--- src/rtl/puf_eval_pkg.sv ---
// Shared types and helpers for the TERO PUF evaluation sequencer.
// Holds the FSM state encoding and a clog2 helper that never returns 0.
package puf_eval_pkg;

    typedef enum logic [2:0] {
        ST_IDLE     = 3'd0,
        ST_INIT     = 3'd1,
        ST_EVAL     = 3'd2,
        ST_STORE    = 3'd3,
        ST_WAIT_ACK = 3'd4,
        ST_SELECT   = 3'd5,
        ST_DONE     = 3'd6
    } puf_state_t;

    function automatic int clog2_min1(input int n);
        int r;
        r = 0;
        for (int i = 0; i < 31; i++) begin
            if ((1 << i) < n) r = i + 1;
        end
        return (r < 1) ? 1 : r;
    endfunction

endpackage

--- src/rtl/puf_loop_counter.sv ---
// Loop position counter: tracks position p and the selected loop index
// (p + challenge) mod NUM_LOOPS, valid for non-power-of-two loop counts.
module puf_loop_counter
    import puf_eval_pkg::*;
#(
    parameter int NUM_LOOPS      = 8,
    parameter int CHALLENGE_BITS = 4,
    localparam int SEL_W         = clog2_min1(NUM_LOOPS)
) (
    input  logic                      clk,
    input  logic                      reset,
    input  logic                      i_load,
    input  logic [CHALLENGE_BITS-1:0] i_challenge,
    input  logic                      i_advance,
    output logic [SEL_W-1:0]          o_select,
    output logic                      o_last
);

    localparam int MOD_W = (CHALLENGE_BITS > SEL_W + 1) ? CHALLENGE_BITS : SEL_W + 1;
    localparam logic [SEL_W-1:0] LAST_IDX = SEL_W'(NUM_LOOPS - 1);

    logic [MOD_W-1:0] w_ch_ext;
    logic [MOD_W-1:0] w_ch_mod;
    logic [SEL_W-1:0] r_pos;
    logic [SEL_W-1:0] r_sel;

    // The modulo is taken once at load; afterwards the index just wraps.
    assign w_ch_ext = MOD_W'(i_challenge);
    assign w_ch_mod = w_ch_ext % MOD_W'(NUM_LOOPS);

    always_ff @(posedge clk) begin
        if (reset) begin
            r_pos <= '0;
            r_sel <= '0;
        end else if (i_load) begin
            r_pos <= '0;
            r_sel <= w_ch_mod[SEL_W-1:0];
        end else if (i_advance) begin
            r_pos <= r_pos + SEL_W'(1);
            r_sel <= (r_sel == LAST_IDX) ? '0 : r_sel + SEL_W'(1);
        end
    end

    assign o_select = r_sel;
    assign o_last   = (r_pos == LAST_IDX);

endmodule

--- src/rtl/puf_eval_sequencer.sv ---
// Sequencer that resets, enables and repeatedly evaluates TERO loops, then
// hands each loop's averaged response off through a next_enable handshake.
module puf_eval_sequencer
    import puf_eval_pkg::*;
#(
    parameter int NUM_LOOPS        = 8,
    parameter int CHALLENGE_BITS   = 4,
    parameter int EVAL_TIME_BITS   = 16,
    parameter int REPETITIONS_BITS = 16,
    parameter int SETTLE_CYCLES    = 2,
    localparam int SEL_W           = clog2_min1(NUM_LOOPS)
) (
    input  logic                        clk,
    input  logic                        reset,
    input  logic                        start,
    input  logic                        abort,
    input  logic                        mode_single,
    input  logic [CHALLENGE_BITS-1:0]   challenge,
    input  logic [EVAL_TIME_BITS-1:0]   eval_time,
    input  logic [REPETITIONS_BITS-1:0] repetitions,
    input  logic                        next_enable,
    output logic                        reset_puf,
    output logic                        enable_puf,
    output logic [SEL_W-1:0]            select_puf,
    output logic                        rep_strobe,
    output logic                        store_response_puf,
    output logic                        busy,
    output logic                        done,
    output logic                        aborted,
    output puf_state_t                  o_state
);

    // Handshake: in WAIT_ACK the downstream averager raises next_enable when
    // it can take the next loop; the first cycle it is high ends WAIT_ACK.

    puf_state_t                  r_state;
    puf_state_t                  w_next;
    logic                        r_mode_single_q;
    logic [EVAL_TIME_BITS-1:0]   r_eval_time_q;
    logic [EVAL_TIME_BITS-1:0]   r_eval_cnt;
    logic [REPETITIONS_BITS-1:0] r_reps_q;
    logic [REPETITIONS_BITS-1:0] r_rep_cnt;
    logic [7:0]                  r_settle_cnt;
    logic                        r_aborted;

    logic w_busy;
    logic w_abort_hit;
    logic w_settle_last;
    logic w_eval_last;
    logic w_rep_last;
    logic w_loop_last;
    logic w_load;
    logic w_advance;

    assign w_busy        = (r_state != ST_IDLE) && (r_state != ST_DONE);
    assign w_abort_hit   = w_busy && abort;
    assign w_settle_last = (r_settle_cnt == 8'(SETTLE_CYCLES - 1));
    // Counters run 0..max-1, so the latched maximum is reached without wrap.
    assign w_eval_last   = (r_eval_cnt == r_eval_time_q - EVAL_TIME_BITS'(1));
    assign w_rep_last    = (r_rep_cnt == r_reps_q - REPETITIONS_BITS'(1));
    assign w_load        = (r_state == ST_IDLE) && start;
    assign w_advance     = (r_state == ST_SELECT) && (w_next == ST_INIT);

    puf_loop_counter #(
        .NUM_LOOPS      (NUM_LOOPS),
        .CHALLENGE_BITS (CHALLENGE_BITS)
    ) u_loop_counter (
        .clk         (clk),
        .reset       (reset),
        .i_load      (w_load),
        .i_challenge (challenge),
        .i_advance   (w_advance),
        .o_select    (select_puf),
        .o_last      (w_loop_last)
    );

    always_ff @(posedge clk) begin
        if (reset) r_state <= ST_IDLE;
        else       r_state <= w_next;
    end

    always_comb begin
        w_next = r_state;
        case (r_state)
            ST_IDLE:     if (start) w_next = ST_INIT;
            ST_INIT:     if (w_settle_last) w_next = ST_EVAL;
            ST_EVAL:     if (w_eval_last) w_next = w_rep_last ? ST_STORE : ST_INIT;
            ST_STORE:    w_next = ST_WAIT_ACK;
            ST_WAIT_ACK: if (next_enable) w_next = ST_SELECT;
            ST_SELECT:   w_next = (r_mode_single_q || w_loop_last) ? ST_DONE : ST_INIT;
            ST_DONE:     if (!start) w_next = ST_IDLE;
            default:     w_next = ST_IDLE;
        endcase
        if (w_abort_hit) w_next = ST_IDLE;
    end

    always_ff @(posedge clk) begin
        if (reset) begin
            r_mode_single_q <= 1'b0;
            r_eval_time_q   <= EVAL_TIME_BITS'(1);
            r_reps_q        <= REPETITIONS_BITS'(1);
            r_eval_cnt      <= '0;
            r_rep_cnt       <= '0;
            r_settle_cnt    <= '0;
            r_aborted       <= 1'b0;
        end else begin
            r_aborted <= w_abort_hit;
            case (r_state)
                ST_IDLE: begin
                    if (start) begin
                        r_mode_single_q <= mode_single;
                        r_eval_time_q   <= (eval_time == '0) ? EVAL_TIME_BITS'(1) : eval_time;
                        r_reps_q        <= (repetitions == '0) ? REPETITIONS_BITS'(1) : repetitions;
                        r_eval_cnt      <= '0;
                        r_rep_cnt       <= '0;
                        r_settle_cnt    <= '0;
                    end
                end
                ST_INIT: begin
                    r_settle_cnt <= w_settle_last ? 8'd0 : r_settle_cnt + 8'd1;
                    r_eval_cnt   <= '0;
                end
                ST_EVAL: begin
                    if (w_eval_last) begin
                        r_eval_cnt <= '0;
                        r_rep_cnt  <= w_rep_last ? '0 : r_rep_cnt + REPETITIONS_BITS'(1);
                    end else begin
                        r_eval_cnt <= r_eval_cnt + EVAL_TIME_BITS'(1);
                    end
                end
                ST_SELECT: begin
                    r_rep_cnt    <= '0;
                    r_settle_cnt <= '0;
                end
                default: begin
                end
            endcase
        end
    end

    assign reset_puf          = (r_state == ST_INIT);
    assign enable_puf         = (r_state == ST_EVAL);
    assign rep_strobe         = (r_state == ST_EVAL) && w_eval_last;
    assign store_response_puf = (r_state == ST_STORE);
    assign busy               = w_busy;
    assign done               = (r_state == ST_DONE);
    assign aborted            = r_aborted;
    assign o_state            = r_state;

endmodule

--- config.mk ---
export PLATFORM = sky130hd
export DESIGN_NAME = puf_eval_sequencer
export DESIGN_NICKNAME = d
export VERILOG_FILES = /design/src/rtl/puf_eval_pkg.sv /design/src/rtl/puf_loop_counter.sv /design/src/rtl/puf_eval_sequencer.sv
export SDC_FILE = /design/constraint.sdc
export NUM_CORES = 1
export LEC_CHECK = 0
export ABC_AREA = 0
export CAP_MARGIN = 10
export CELL_PAD_IN_SITES_DETAIL_PLACEMENT = 1
export CELL_PAD_IN_SITES_GLOBAL_PLACEMENT = 1
export CORE_ASPECT_RATIO = 0.7
export CORE_MARGIN = 2
export CORE_UTILIZATION = 38
export DETAILED_ROUTE_END_ITERATION = 10
export PLACE_DENSITY = 0.88
export SYNTH_ARGS = -nofsm -noshare
export SYNTH_HDL_FRONTEND = slang
export SYNTH_SLANG_ARGS = --single-unit
--- constraint.sdc ---
create_clock -name clk -period 2.61 [get_ports clk]
set_input_delay 0.3915 -clock clk [delete_from_list [all_inputs] [get_ports clk]]
set_output_delay 0.3915 -clock clk [all_outputs]
set_load 0.05 [all_outputs]
# Word-level counts from Yosys, hierarchy flattened
# Index checks and enable logic that the tools add are counted.
totals:
  output_inout_bits: 13
  word_cells: 74
  inputBits: 42
  regBits: 83
op_classes:
  n_eq_ne: 15
  addsub: 7
  n_reduce_logical: 19
  mux: 23
ops:
  columns: ["cell", "count"]
  rows:
  - ["$mux W16", 6]
  - ["$pmux W16 S3", 2]
  - ["$add A16 B1 Y16 const B", 2]
  - ["$eq A16 B16 Y1", 2]
  - ["$logic_not A16 Y1", 2]
  - ["$sub A16 B1 Y16 const B", 2]
  - ["$mux W3", 10]
  - ["$pmux W8 S3", 1]
  - ["$pmux W3 S7", 1]
  - ["$mux W8", 2]
  - ["$eq A3 B3 Y1 const B", 5]
  - ["$reduce_bool A3 Y1", 4]
  - ["$add A8 B1 Y8 const B", 1]
  - ["$eq A8 B1 Y1 const B", 1]
  - ["$add A3 B1 Y3 const B", 2]
  - ["$eq A3 B1 Y1 const B", 2]
  - ["$eq A3 B2 Y1 const B", 2]
  - ["$reduce_and A2 Y1", 3]
  - ["$logic_and A1 B1 Y1", 5]
  - ["$logic_not A3 Y1", 1]
  - ["$ne A3 B3 Y1 const B", 1]
  - ["$reduce_and A3 Y1", 1]
  - ["$mux W2", 1]
  - ["$ne A2 B1 Y1 const B", 1]
  - ["4 further kinds", 4]

# Logic depth before layout (Yosys ltp)
# Gate-level depths: netlist of run 1.
depth:
  depth_word: 10
  mapped_depth: 12
  depth_no_buf: 10

# Modules after synthesis
# From an unflattened synthesis of run 1, not the netlist that was laid out.
hier_totals:
  cells_unflattened: 606
  area_unflattened_um2: 4810.9
modules_own_cells:
  columns: ["mod", "area_per_inst_um2", "seq_area_each_um2", "cells_each", "instances"]
  rows:
  - ["puf_eval_sequencer", 4498.1, 1541.5, 578, 1]
  - ["puf_loop_counter", 312.8, 120.1, 28, 1]

# Worst setup path after synthesis of run 1
# Ideal clock, no wire load.
synth_timing:
  path_kind: "reg-to-output"
  startpoint: "reg r_eval_time_q[0]"
  endpoint: "out rep_strobe"
  n_path_buf: 0
  path_stages_with_launch: 9
  t_arrival_ps: 2459
  required_ps: 2219
  slack_ps: -240
  cell_sequence: "dfxtp_1 -> inv_1 -> ha_1 -> nor4b_2 -> a31o_2 -> a211oi_2 -> a211oi_1 -> or3_4 -> nor2_1"
synth_via:
  elab_chain_len: 3
synth_lines:
  columns: ["item", "line", "text"]
  rows:
  - ["from (decl)", "puf_eval_sequencer.sv:39", "logic [EVAL_TIME_BITS-1:0] r_eval_time_q;"]
  - ["from (signal assigned)", "puf_eval_sequencer.sv:112", "r_eval_time_q <= (eval_time == '0) ? EVAL_TIME_BITS'(1) : eval_time;"]
  - ["$sub A16 B1 Y16", "puf_eval_sequencer.sv:59", "assign w_eval_last = (r_eval_cnt == r_eval_time_q - EVAL_TIME_BITS'(1));"]
  - ["$eq A16 B16 Y1", "puf_eval_sequencer.sv:59", null]
  - ["$logic_and A1 B1 Y1", "puf_eval_sequencer.sv:143", "assign rep_strobe = (r_state == ST_EVAL) && w_eval_last;"]
  - ["to (decl)", "puf_eval_sequencer.sv:25", "output logic rep_strobe,"]
# No other way between the ends.

# Worst setup path in the final report of run 1
layout_timing:
  startpoint: "reg r_eval_time_q[1]"
  endpoint: "out rep_strobe"
# The elaborated chain is that of the path after synthesis.

==> impl_metrics.json, run 1 <==
{
  "yosysWarnings": 0,
  "grt_max_degree": 29,
  "period_needed_ns": 3.11,
  "setup-tns-final_ns": -11.90,
  "dr.pass1.iters": 5,
  "path_class": "flop to output port",
  "hpwl_mm": 12.2,
  "route.detailed.drc": 0,
  "fmax_mhz": 321,
  "ys_types": 67,
  "antenna_found_initial": 1,
  "synth_ff_type": "dfxtp_1",
  "final.period_utilization_pct": 119,
  "crit_arrival_ns": 2.72,
  "die_h_um": 98.4,
  "cts_sinks": 83,
  "clockBufferDepth": 2,
  "place_ws_ns": -0.314,
  "layout_common_cells": "dfxtp_1, buf_4, nand2_1",
  "routabilityCongestion": 0.845,
  "h-tree-depth": 3,
  "setup_ws_ns": -0.503,
  "port_buffers": 53,
  "drt_iter0_drc": 545,
  "core_area_mm2": 0.0124,
  "cp-end-kind": "output port",
  "die_x_um": 139,
  "whs_ns": 0.486,
  "nets": 767,
  "insertion_delay_ns": 0.36,
  "antenna_cells": 0,
  "worst_slew_pin_slew_ns": 0.967,
  "hp-class": "flop to flop",
  "ys_async_sr_fraction_pct": 0,
  "finalWirelength_mm": 24.1,
  "rsz0062_at_grt": "yes",
  "num_vias": 5734,
  "hold_violations": 0,
  "yosysTopAreaCell": "dfxtp_1",
  "cp.required_ns": 2.22,
  "boundaryPins": 55,
  "yosys_register_bits": 83,
  "initial_core_util_pct": 39.0,
  "root_buffer": "clkbuf_16",
  "viasPerCell": 6.50,
  "status": "complete, but fails checks",
  "use_met2_pct": 49.4,
  "fp.dieArea_mm2": 0.0137,
  "place_inst": 844,
  "syn_to_final_growth_pct": 46.1,
  "placed_area_mm2": 0.00596,
  "startpoint_type": "flop",
  "violations": "setup timing",
  "nFillCells": 1382,
  "fin_area_mm2": 0.00708,
  "power_leakage_uw": 0.00267,
  "vdd_drop_max_mv": 0.385,
  "slew_headroom_pct": 35.3,
  "setup_violations": 34,
  "cap_violations": 0,
  "layout-drive-gt1-share_pct": 29.2,
  "netlist_area_mm2": 0.00484,
  "crit_top_cell": "buf_6",
  "ant_nets": 0,
  "use_met1_pct": 33.9,
  "synthTopCellsByArea": "dfxtp_1, nand2_1, xnor2_1",
  "powerDensity_mw_per_mm2": 598,
  "overflow": 0,
  "grt_pass1_wl_mm": 30.9,
  "grt_use_met3_pct": 5.69,
  "cts_tree": "done",
  "ys_seq_area_share_pct": 34.3,
  "clkTransAtPathRegs_ns": 0.07,
  "cts-buffers-inserted": 9,
  "rows": 34,
  "grt_pass1_vias": 5727,
  "syn-mean-instance-area_um2": 8.15,
  "final_cells": 882,
  "skew_ns": 0.00816,
  "synth_top_area_share_pct": 34.3,
  "syn-num-nets": 646,
  "synth_edf_count": 0,
  "avgRoutedWirePerCell_um": 27.3,
  "syn_inst": 594,
  "path_cells": "buf_6 > nor4_4 > nand4_1 > buf_4 > o21ai_2 > o2bb2ai_4 > o21ai_4 > buf_6 > nor2_4 > buf_8",
  "final_common_cell": "dfxtp_1",
  "cp_max_fo": 4,
  "gr-max-usage-layer": "met2",
  "hold_buffers": 0,
  "slew_violations": 0,
  "grtUsageTotal_pct": 28.4,
  "cp_slowest_stage_delay_ns": 0.42,
  "cp_slowest_cell": "nor4_4"
}
==> layer usage <==
metal  share of wire [%]  up-vias
li1                    -     2375
met1                  38     2766
met2                  46      428
met3                 8.8      163
met4                 7.1        2
met5               0.058        -
==> state kept, by name, summed over array words and instances (netlist names) <==
signal,flops
r_eval_cnt,16
r_reps_q,16
r_eval_time_q,16
u_loop_counter.o_select,3
o_state,3
r_mode_single_q,1
r_rep_cnt,16
aborted,1
u_loop_counter.r_pos,3
r_settle_cnt,8
==> area by class of cell <==
class | count | area, um^2 | area share, %
Multi-Input combinational cell | 468 | 3500 | 49.5
Sequential cell | 83 | 1680 | 23.7
Timing Repair Buffer | 137 | 1260 | 17.8
Clock buffer | 10 | 229 | 3.24
Tap cell | 162 | 203 | 2.86
Clock inverter | 6 | 136 | 1.93
Inverter | 16 | 65.1 | 0.920
==> metrics by stage <==
| step | utilization [%] | power (uW) |
|---|---|---|
| after floorplan | - | 1890 |
| after global placement | 48.0 | 2210 |
| after detailed placement | 48.0 | 2270 |
| after CTS | 53.5 | 3970 |
| after global routing | 57.0 | 4330 |
| final | 57.0 | 4230 |
==> cells by family (layout without fill, tap and decap cells) <==
| family | Yosys count | after routing | synth area share [%] |
|---|---|---|---|
| compound gates | 120 | 121 | 16.5 |
| xor+xnor | 59 | 59 | 10.7 |
| fa+ha+maj | 10 | 10 | 2.58 |
| buf+inv | 44 | 169 | 4.52 |
| flops | 83 | 83 | 34.3 |
| mux | 5 | 5 | 1.06 |
| simple gates | 273 | 273 | 30.3 |
==> critical path, delay by kind of cell (launching register included) <==
| family | cells | cell delay [ns] |
|---|---|---|
| compound gates | 3 | 0.51 |
| buf+inv | 4 | 0.69 |
| flops | 1 | 0.37 |
| simple gates | 3 | 0.80 |
==> power breakdown <==
group	internal (uW)	switching, uW	leakage (uW)	total (uW)
clock network	1040	611	0.000173	1650
registers	1320	73.2	0.000678	1400
logic	515	671	0.00182	1190
==> cells in the mapped netlist, types with 12 or more instances <==
master and count:
clkbuf_1 20, nor2_1 60, nor4_1 12, xnor2_1 30, inv_1 16, o21ai_0 14, a21oi_1 43, nand4_1 13
or4_1 16, dfxtp_1 83, nand2_1 73, nand3_1 19, xor2_1 29, o31ai_1 13
==> worst paths after layout <==
check | start | end | slack, ns | depth (start not counted)
max reg2reg | r_eval_time_q[2]$_SDFFE_PP0P_ | r_rep_cnt[7]$_SDFFE_PP0P_ | -0.48 | 11
min reg2reg | r_eval_time_q[15]$_SDFFE_PP0P_ | r_eval_time_q[15]$_SDFFE_PP0P_ | 0.49 | 2
max | r_eval_time_q[1]$_SDFFE_PP0P_ | rep_strobe | -0.50 | 10
min | r_eval_time_q[15]$_SDFFE_PP0P_ | r_eval_time_q[15]$_SDFFE_PP0P_ | 0.49 | 2
==> repair_timing <==
| action | CTS | global route |
|---|---|---|
| gates cloned | 1 | 1 |
| gates resized for setup | 49 | 81 |
| buffers inserted | 13 | 8 |
| setup endpoints to repair | 35 | 35 |
| pin swaps | 27 | 25 |
No activity file was read; power rests on OpenSTA's default activity.
==> run 2, diff against run 1 <==
--- a/config.mk
+++ b/config.mk
@@ -9,11 +9,12 @@
 export CAP_MARGIN = 10
 export CELL_PAD_IN_SITES_DETAIL_PLACEMENT = 1
 export CELL_PAD_IN_SITES_GLOBAL_PLACEMENT = 1
-export CORE_ASPECT_RATIO = 0.7
+export CORE_ASPECT_RATIO = 0.9
 export CORE_MARGIN = 2
-export CORE_UTILIZATION = 38
+export CORE_UTILIZATION = 39
+export CTS_BUF_LIST = sky130_fd_sc_hd__clkbuf_4
 export DETAILED_ROUTE_END_ITERATION = 10
-export PLACE_DENSITY = 0.88
+export PLACE_DENSITY = 0.9
 export SYNTH_ARGS = -nofsm -noshare
 export SYNTH_HDL_FRONTEND = slang
 export SYNTH_SLANG_ARGS = --single-unit
==> impl_metrics.json, run 2 (synthesis gave the netlist of run 1 again) <==
{
  "cts_tree": "done",
  "grt_pass1_vias": 5431,
  "power_leakage_uw": 0.00248,
  "die_x_um": 121,
  "cap_violations": 0,
  "cp-end-kind": "output port",
  "vdd_drop_max_mv": 0.229,
  "hpwl_mm": 12.0,
  "insertion_delay_ns": 0.48,
  "crit_arrival_ns": 2.81,
  "core_area_mm2": 0.0121,
  "ant_nets": 0,
  "cts-buffers-inserted": 9,
  "slew_violations": 0,
  "final_util_pct": 53.8,
  "combPwrFrac_pct": 31.6,
  "slew_headroom_pct": 46.6,
  "fmax_mhz": 312,
  "cp.required_ns": 2.22,
  "pwr-share-clk_pct": 26.4,
  "grt_max_degree": 29,
  "violations": "setup timing",
  "viasPerCell": 6.29,
  "powerDensity_mw_per_mm2": 509,
  "fp.dieArea_mm2": 0.0133,
  "p_switching_uw": 1110,
  "layout-drive-gt1-share_pct": 23.5,
  "rows": 38,
  "overflow": 0,
  "cp_max_fo": 4,
  "worst_slew_pin_slew_ns": 0.798,
  "boundaryPins": 55,
  "drt_iter0_drc": 528,
  "status": "complete, but fails checks",
  "port_buffers": 53,
  "dr.pass1.iters": 7,
  "path_class": "flop to output port",
  "grt_pass1_wl_mm": 28.9,
  "die_h_um": 110,
  "layout_common_cells": "dfxtp_1, nand2_1, buf_4",
  "hold_violations": 0,
  "hp-class": "primary input to flop",
  "place_ws_ns": -0.276,
  "setup_violations": 34,
  "syn_to_final_growth_pct": 34.3,
  "nFillCells": 1416,
  "routabilityCongestion": 0.879,
  "p_int_uw": 2190,
  "avgRoutedWirePerCell_um": 22.9,
  "place_inst": 840,
  "root_buffer": "clkbuf_4",
  "clockBufferDepth": 2,
  "rsz0062_at_grt": "yes",
  "hold_buffers": 0,
  "seqPwrFrac_pct": 42.0,
  "startpoint_type": "flop",
  "period_needed_ns": 3.20,
  "grtUsageTotal_pct": 28.3,
  "whs_ns": 0.466,
  "swShare_pct": 33.7,
  "rrSetupSlack_ns": -0.37,
  "final_cells": 868,
  "skew_ns": 0.0219,
  "clkTransAtPathRegs_ns": 0.13,
  "nets": 755,
  "h-tree-depth": 3,
  "setup_ws_ns": -0.595,
  "antenna_found_initial": 1,
  "setup-tns-final_ns": -10.09,
  "route.detailed.drc": 0,
  "initial_core_util_pct": 40.1,
  "cts_sinks": 83,
  "final.period_utilization_pct": 123,
  "num_vias": 5460,
  "finalWirelength_mm": 19.9,
  "final_common_cell": "dfxtp_1"
}
run 2: changes by cell type in the layout (fill, tap and decap cells not counted), moves of 3 or more:
| cell | previous run | this run |
|---|---|---|
| a21oi_1 | 27 | 33 |
| a21oi_2 | 17 | 11 |
| buf_4 | 71 | 65 |
| buf_6 | 9 | 5 |
| clkbuf_16 | 10 | 0 |
| clkbuf_4 | 0 | 11 |
| nand2_1 | 70 | 73 |
| nand2_4 | 3 | 0 |
| o21ai_0 | 9 | 14 |
| o21ai_1 | 3 | 0 |
| o31ai_1 | 4 | 11 |
| o31ai_4 | 5 | 0 |
| or4_1 | 6 | 13 |
| or4_4 | 11 | 4 |
run 2: area by class of cell:
type	instances	area (um^2)	share of cell area, %
multi-input cells	467	3260	50.1
clock inverters	4	76.3	1.17
diodes	1	2.50	0.0385
well taps	160	200	3.08
flip-flops and latches	83	1670	25.7
repair buffers	126	1150	17.7
clock buffers	11	82.6	1.27
inverters	16	60.1	0.924
run 2: timing repair:
| action | 4_1_cts | 5_1_grt |
|---|---|---|
| setup buffers | 10 | 1 |
| gates cloned | 1 | 1 |
| pin swaps | 17 | 8 |
| resized for setup | 38 | 30 |
| endpoints found under the setup margin | 35 | 35 |
run 2: worst paths after layout:
| check | start | to | cells past startpoint |
|---|---|---|---|
| max | r_eval_time_q[1]$_SDFFE_PP0P_ | rep_strobe | 10 |
| min | mode_single | r_mode_single_q$_SDFFE_PP0P_ | 3 |
| max reg2reg | r_eval_time_q[1]$_SDFFE_PP0P_ | r_rep_cnt[15]$_SDFFE_PP0P_ | 10 |
| min reg2reg | r_mode_single_q$_SDFFE_PP0P_ | r_mode_single_q$_SDFFE_PP0P_ | 2 |
run 2: stage by stage:
step / cell area (um^2) / total power (uW)
after detailed placement: 5950 / 2260
final: 6500 / 3310
after CTS: 6360 / 3190
after floorplan: 4880 / 1890
after global routing: 6500 / 3430
after global placement: 5950 / 2200
run 2: worst max-delay path, cell delays in order, from the launching register on:
cell and delay (ns):
dfxtp_2 0.36, buf_4 0.14, nor4_4 0.40, nand4_1 0.29, buf_4 0.24, o21ai_0 0.25
o2bb2ai_2 0.14, o21ai_2 0.18, buf_6 0.14, nor2_4 0.05, buf_6 0.14
run 2: power by group through the flow:
stage	clock network, uW	logic, uW	registers (uW)
final	873	1040	1390
after global routing	941	1100	1400
after CTS	881	929	1380
after detailed placement	0	853	1400
after global placement	0	797	1400
after floorplan	0	463	1430
run 2: per-layer routing:
metal,global-route usage [%],up-vias,share of wire (%)
li1,-,2360,-
met4,15.4,0,5.8
met5,0,-,0
met1,33.4,2663,39
met3,4.98,110,7.4
met2,49.0,327,48
